$ cat config.mk
export PLATFORM = sky130hd
export DESIGN_NAME = glip_uart_rx_sampler
export DESIGN_NICKNAME = d
export VERILOG_FILES = /design/src/rtl/glip_uart_rx_sampler_pkg.sv /design/src/rtl/glip_uart_rx_sampler_sync.sv /design/src/rtl/glip_uart_rx_sampler.sv
export SDC_FILE = /design/constraint.sdc
export NUM_CORES = 1
export LEC_CHECK = 0
export ABC_CLOCK_PERIOD_IN_PS = 2009
export BUFFER_PORTS_ARGS = -buffer_cell sky130_fd_sc_hd__buf_2
export CAP_MARGIN = 25
export CORE_UTILIZATION = 40
export DETAILED_ROUTE_END_ITERATION = 10
export PLACE_DENSITY = 0.64
export SYNTH_ARGS = -nofsm -noshare
export SYNTH_HDL_FRONTEND = slang
export SYNTH_SLANG_ARGS = --single-unit
$ cat constraint.sdc
create_clock -name clk -period 2.01 [get_ports clk]
set_input_delay 0.3015 -clock clk [delete_from_list [all_inputs] [get_ports clk]]
set_output_delay 0.3015 -clock clk [all_outputs]
set_load 0.1 [all_outputs]
$ cat src/rtl/glip_uart_rx_sampler_pkg.sv
// Shared definitions for the GLIP UART receive path: FSM encodings,
// 8N1 frame constants and the 3-sample majority helper.
package glip_uart_rx_sampler_pkg;

    typedef enum logic [2:0] {
        ST_IDLE    = 3'd0,
        ST_START   = 3'd1,
        ST_DATA    = 3'd2,
        ST_STOP    = 3'd3,
        ST_RECOVER = 3'd4
    } rx_state_e;

    localparam int DATA_BITS = 8;

    function automatic logic majority3(input logic a, input logic b, input logic c);
        return (a & b) | (a & c) | (b & c);
    endfunction

endpackage

$ cat src/rtl/glip_uart_rx_sampler_sync.sv
// Two-flop synchroniser for an asynchronous single-bit input, with a
// parameterised reset value so an idle-high line comes out of reset idle.
module glip_uart_rx_sampler_sync #(
    parameter logic RESET_VAL = 1'b1
) (
    input  logic clk,
    input  logic rst,
    input  logic d,
    output logic q
);

    logic meta_r;
    logic sync_r;

    // Metastability chain
    always_ff @(posedge clk) begin
        if (rst) begin
            meta_r <= RESET_VAL;
            sync_r <= RESET_VAL;
        end else begin
            meta_r <= d;
            sync_r <= meta_r;
        end
    end

    assign q = sync_r;

endmodule

$ cat src/rtl/glip_uart_rx_sampler.sv
// 8N1 UART receive front end: majority-voted mid-bit sampling, false-start
// rejection, framing-error and line-break reporting.
module glip_uart_rx_sampler
    import glip_uart_rx_sampler_pkg::*;
#(
    parameter int DIVISOR = 868
) (
    input  logic       clk,
    input  logic       rst,
    input  logic       rx,
    output logic [7:0] data,
    output logic       enable,
    output logic       error,
    output logic       break_det
);

    localparam int CNT_W = $clog2(DIVISOR);
    localparam int HALF  = DIVISOR / 2;
    localparam logic [CNT_W-1:0] CNT_SMP0 = CNT_W'(HALF - 1);
    localparam logic [CNT_W-1:0] CNT_SMP1 = CNT_W'(HALF);
    localparam logic [CNT_W-1:0] CNT_VOTE = CNT_W'(HALF + 1);
    localparam logic [CNT_W-1:0] CNT_LAST = CNT_W'(DIVISOR - 1);
    localparam logic [2:0]       BIT_LAST = 3'(DATA_BITS - 1);

    logic             rx_s;
    rx_state_e        state_r;
    rx_state_e        state_nxt_s;
    logic [CNT_W-1:0] cnt_r;
    logic [2:0]       bitidx_r;
    logic [1:0]       smp_r;
    logic [7:0]       data_sr_r;
    logic [7:0]       data_r;
    logic             enable_r;
    logic             error_r;
    logic             break_r;
    logic             at_vote_s;
    logic             at_last_s;
    logic             vote_s;
    logic             en_nxt_s;
    logic             err_nxt_s;
    logic             brk_nxt_s;

    glip_uart_rx_sampler_sync #(
        .RESET_VAL (1'b1)
    ) u_sync (
        .clk (clk),
        .rst (rst),
        .d   (rx),
        .q   (rx_s)
    );

    assign at_vote_s = (cnt_r == CNT_VOTE);
    assign at_last_s = (cnt_r == CNT_LAST);
    // The third sample is the live rx_s at the vote cycle.
    assign vote_s    = majority3(smp_r[0], smp_r[1], rx_s);

    // State register
    always_ff @(posedge clk) begin
        if (rst) begin
            state_r <= ST_IDLE;
        end else begin
            state_r <= state_nxt_s;
        end
    end

    // Next-state decode
    always_comb begin
        state_nxt_s = state_r;
        case (state_r)
            ST_IDLE: begin
                if (!rx_s) state_nxt_s = ST_START;
                else       state_nxt_s = ST_IDLE;
            end
            ST_START: begin
                if (at_vote_s && vote_s) state_nxt_s = ST_IDLE;
                else if (at_last_s)      state_nxt_s = ST_DATA;
                else                     state_nxt_s = ST_START;
            end
            ST_DATA: begin
                if (at_last_s && (bitidx_r == BIT_LAST)) state_nxt_s = ST_STOP;
                else                                     state_nxt_s = ST_DATA;
            end
            ST_STOP: begin
                if (at_vote_s) state_nxt_s = vote_s ? ST_IDLE : ST_RECOVER;
                else           state_nxt_s = ST_STOP;
            end
            ST_RECOVER: begin
                if (rx_s) state_nxt_s = ST_IDLE;
                else      state_nxt_s = ST_RECOVER;
            end
            default: state_nxt_s = ST_IDLE;
        endcase
    end

    // Output pulse and break-flag decode
    always_comb begin
        en_nxt_s  = 1'b0;
        err_nxt_s = 1'b0;
        brk_nxt_s = break_r;
        case (state_r)
            ST_STOP: begin
                if (at_vote_s && vote_s) begin
                    en_nxt_s = 1'b1;
                end else if (at_vote_s) begin
                    err_nxt_s = 1'b1;
                    brk_nxt_s = (data_sr_r == 8'h00) ? 1'b1 : break_r;
                end else begin
                    en_nxt_s = 1'b0;
                end
            end
            ST_RECOVER: begin
                if (rx_s) brk_nxt_s = 1'b0;
                else      brk_nxt_s = break_r;
            end
            default: brk_nxt_s = break_r;
        endcase
    end

    // Bit timing, sample capture and deserialisation
    always_ff @(posedge clk) begin
        if (rst) begin
            cnt_r     <= '0;
            bitidx_r  <= 3'd0;
            smp_r     <= 2'b11;
            data_sr_r <= 8'h00;
        end else begin
            // Entering START from IDLE: the detection cycle already counted as 0.
            if (state_r == ST_IDLE) begin
                cnt_r <= rx_s ? '0 : CNT_W'(1);
            end else if (at_last_s) begin
                cnt_r <= '0;
            end else begin
                cnt_r <= cnt_r + CNT_W'(1);
            end

            if (cnt_r == CNT_SMP0) begin
                smp_r[0] <= rx_s;
            end else if (cnt_r == CNT_SMP1) begin
                smp_r[1] <= rx_s;
            end else begin
                smp_r <= smp_r;
            end

            if ((state_r == ST_START) && at_last_s) begin
                bitidx_r <= 3'd0;
            end else if ((state_r == ST_DATA) && at_last_s) begin
                bitidx_r <= bitidx_r + 3'd1;
            end else begin
                bitidx_r <= bitidx_r;
            end

            if ((state_r == ST_DATA) && at_vote_s) begin
                data_sr_r <= {vote_s, data_sr_r[7:1]};
            end else begin
                data_sr_r <= data_sr_r;
            end
        end
    end

    // Registered outputs
    always_ff @(posedge clk) begin
        if (rst) begin
            data_r   <= 8'h00;
            enable_r <= 1'b0;
            error_r  <= 1'b0;
            break_r  <= 1'b0;
        end else begin
            data_r   <= en_nxt_s ? data_sr_r : data_r;
            enable_r <= en_nxt_s;
            error_r  <= err_nxt_s;
            break_r  <= brk_nxt_s;
        end
    end

    assign data      = data_r;
    assign enable    = enable_r;
    assign error     = error_r;
    assign break_det = break_r;

endmodule

==> flow_summary.json <==
{
  "core.rowCount": 24,
  "grt_pass1_wl_microns": 5616,
  "r2r-start": "cnt_r[0]$_SDFF_PP0_",
  "setup_viol": 0,
  "ys_types": 44,
  "drt_iter0_drc": 67,
  "irDropWorstVdd_uv": 415.2,
  "synth_area_leaders": "dfxtp_1 (43%), nor2_1 (5.6%), mux2i_1 (5.0%)",
  "synthAdderAreaFrac": 0.04003,
  "synth_edf_count": 0,
  "status": "finished clean",
  "tightest_slew_ns": 0.4859,
  "grt_pass1_vias": 1191,
  "die_w_microns": 69.33,
  "numCtsBuffers": 5,
  "tritoncts": "yes",
  "ys_seq_area_frac": 0.4306,
  "synth_top_family_by_area": "simple AND/OR/NAND/NOR gates",
  "grt_overflow": 0,
  "synthTopCellsByCount": "dfxtp_1 (39), nor2_1 (27), nand2b_1 (11)",
  "synth_mux_area_frac": 0.04969,
  "drt_wl_total_microns": 3161,
  "clockBufferDepth": 2,
  "synthXorXnorAreaFrac": 0.04348,
  "maxCapViolCount": 0,
  "antenna_cells": 0,
  "yosys_warnings": 0,
  "fmax_ghz": 0.5477,
  "cts.sinks": 39,
  "p_leak_nw": 0.7431,
  "synth_top_area_share": 0.4306,
  "synth-async-reset-ratio": 0,
  "crit_fanout": 6,
  "setup.worst_path.start_class": "flop",
  "finalMaxSlewViolations": 0,
  "cts_setup_buffers": 0,
  "synth_seq_cells": 39,
  "syn-mean-instance-area_sq_um": 9.345,
  "drc": 0,
  "grt_use_total": 0.1468,
  "tns_ns": 0,
  "mappedNetlistNets": 202,
  "dr.pass1.iters": 4,
  "post-route-period-util": 0.9083,
  "hold_path_startpoint": "rx",
  "htreeDepth": 2,
  "cts_resized": 0,
  "vias": 1364,
  "ys.flop_type": "dfxtp_1",
  "synth_compound_gate_area_share": 0.09524,
  "relSlewSlack": 0.6783,
  "synthCells": 194,
  "grt_max_degree": 27,
  "drive_gt1_frac": 0.1722,
  "final_nets": 216,
  "root_buffer": "clkbuf_8",
  "routabilityCongestion": 0.8026,
  "start_util": 0.4164,
  "fin_util": 0.4644,
  "layout-area-overhead-vs-synth_pct": 11.53,
  "dpl.hpwl_microns": 2214,
  "die_area_sq_um": 4806,
  "antenna_found_initial": 0,
  "detail-route-antenna-nets": 0,
  "critPathArrivalTime_ns": 2.04,
  "min_period_ns": 1.826,
  "worstSetupPathType": "flop to flop",
  "cts_hold_buf": 0,
  "clkLatencyLatePin_ns": 0.29,
  "cp-end-kind": "flop",
  "worst-endpoint-required_ns": 2.22,
  "synth.most_common_cell": "dfxtp_1",
  "wire_per_inst_microns": 12.11,
  "yosys.area_share.simple": 0.2919,
  "syn_area_sq_um": 1813,
  "pin_count": 14,
  "hold_path_class": "input port to flop",
  "power_density_nw_per_um2": 681.2,
  "synth_area_leader_cell": "dfxtp_1",
  "rsz0062_at_grt": "no",
  "skew_ns": 0.008291,
  "die_h_microns": 69.33,
  "finalHoldViolCount": 0,
  "portBuffers": 13,
  "vias_per_cell": 5.226,
  "core-area_sq_um": 4354,
  "crit_start": "cnt_r[0]$_SDFF_PP0_",
  "path_clk_slew_ns": 0.08
}
==> critical path, cell delays in order, from the launching register on <==
cell	delay (ns)
dfxtp_1	0.40
ha_1	0.26
nand4bb_1	0.11
buf_4	0.18
nor4_1	0.33
buf_4	0.19
nor2_1	0.04
a311oi_1	0.23
==> final cells by class <==
type / instances / area, sq um
clock buffer: 5 / 68.82
clock inverter: 3 / 20.02
fill: 423 / 2332
inverter: 5 / 18.77
multi-input combinational: 136 / 943.4
sequential: 39 / 780.7
tap: 52 / 65.06
timing repair buffer: 21 / 125.1
==> cells in the final DEF, fill, tap and decap left out, types with 6 or more instances in the layout <==
cell type / n
buf_2: 13
buf_4: 8
dfxtp_1: 39
mux2i_1: 9
nand2_1: 7
nand2b_1: 11
nand4b_1: 9
nor2_1: 27
nor3_1: 6
o21ai_0: 9
xnor2_1: 6
==> cells by family (layout without fill, tap and decap cells) <==
logic type	count (synthesis)	count (layout)
buf+inv	19	34
simple gates	86	86
fa+ha+maj	6	6
compound gates	26	26
mux	9	9
xor+xnor	9	9
flops	39	39
==> state kept, by name (all words and copies together), names as in the netlist, 2 cells and up <==
name,cells
cnt_r,10
smp_r,2
state_r,3
data_sr_r,8
bitidx_r,3
data,8
==> where the power goes <==
group / switching [mW] / total [mW] / internal (mW) / leakage, nW
Clock: 0.273 / 0.514 / 0.241 / 0.0402
Sequential: 0.0195 / 0.802 / 0.782 / 0.315
Combinational: 0.0345 / 0.0620 / 0.0275 / 0.388
Total: 0.326 / 1.38 / 1.05 / 0.743
==> through the flow <==
step / hold WS, ns / std cells / cell area, sq um / power (mW) / setup WS, ns
5_1_grt: 0.1788 / 261 / 2022 / 1.451 / 0.01791
2_1_floorplan: 0.3895 / 194 / 1813 / 0.8685 / 0.2536
6_report: 0.1885 / 261 / 2022 / 1.377 / 0.1842
4_1_cts: 0.1790 / 261 / 2022 / 1.400 / 0.1663
3_5_place_dp: 0.3988 / 253 / 1933 / 0.8810 / 0.1868
3_3_place_gp: 0.3920 / 253 / 1933 / 0.8815 / 0.2258
==> metal layers <==
layer / part of all wire / track usage / wire length (microns) / vias up
met3: 0.035 / 0.04797 / 110 / 8
met4: 0.020 / 0.06803 / 63 / 0
met5: 0 / 0 / 0 / -
li1: - / - / - / 709
met1: 0.49 / 0.1971 / 1544 / 626
met2: 0.46 / 0.2125 / 1442 / 21
==> path summary, 6_finish.rpt <==
path	end	slack (ns)	depth (start not counted)
worst max-delay path	bitidx_r[0]$_SDFFE_PP0P_	0.18	7
worst min-delay path	u_sync.meta_r$_SDFF_PP1_	0.19	2
worst max register to register	bitidx_r[0]$_SDFFE_PP0P_	0.18	7
worst min register to register	u_sync.q$_SDFF_PP1_	0.41	1
(Power assumes the default switching activity.)
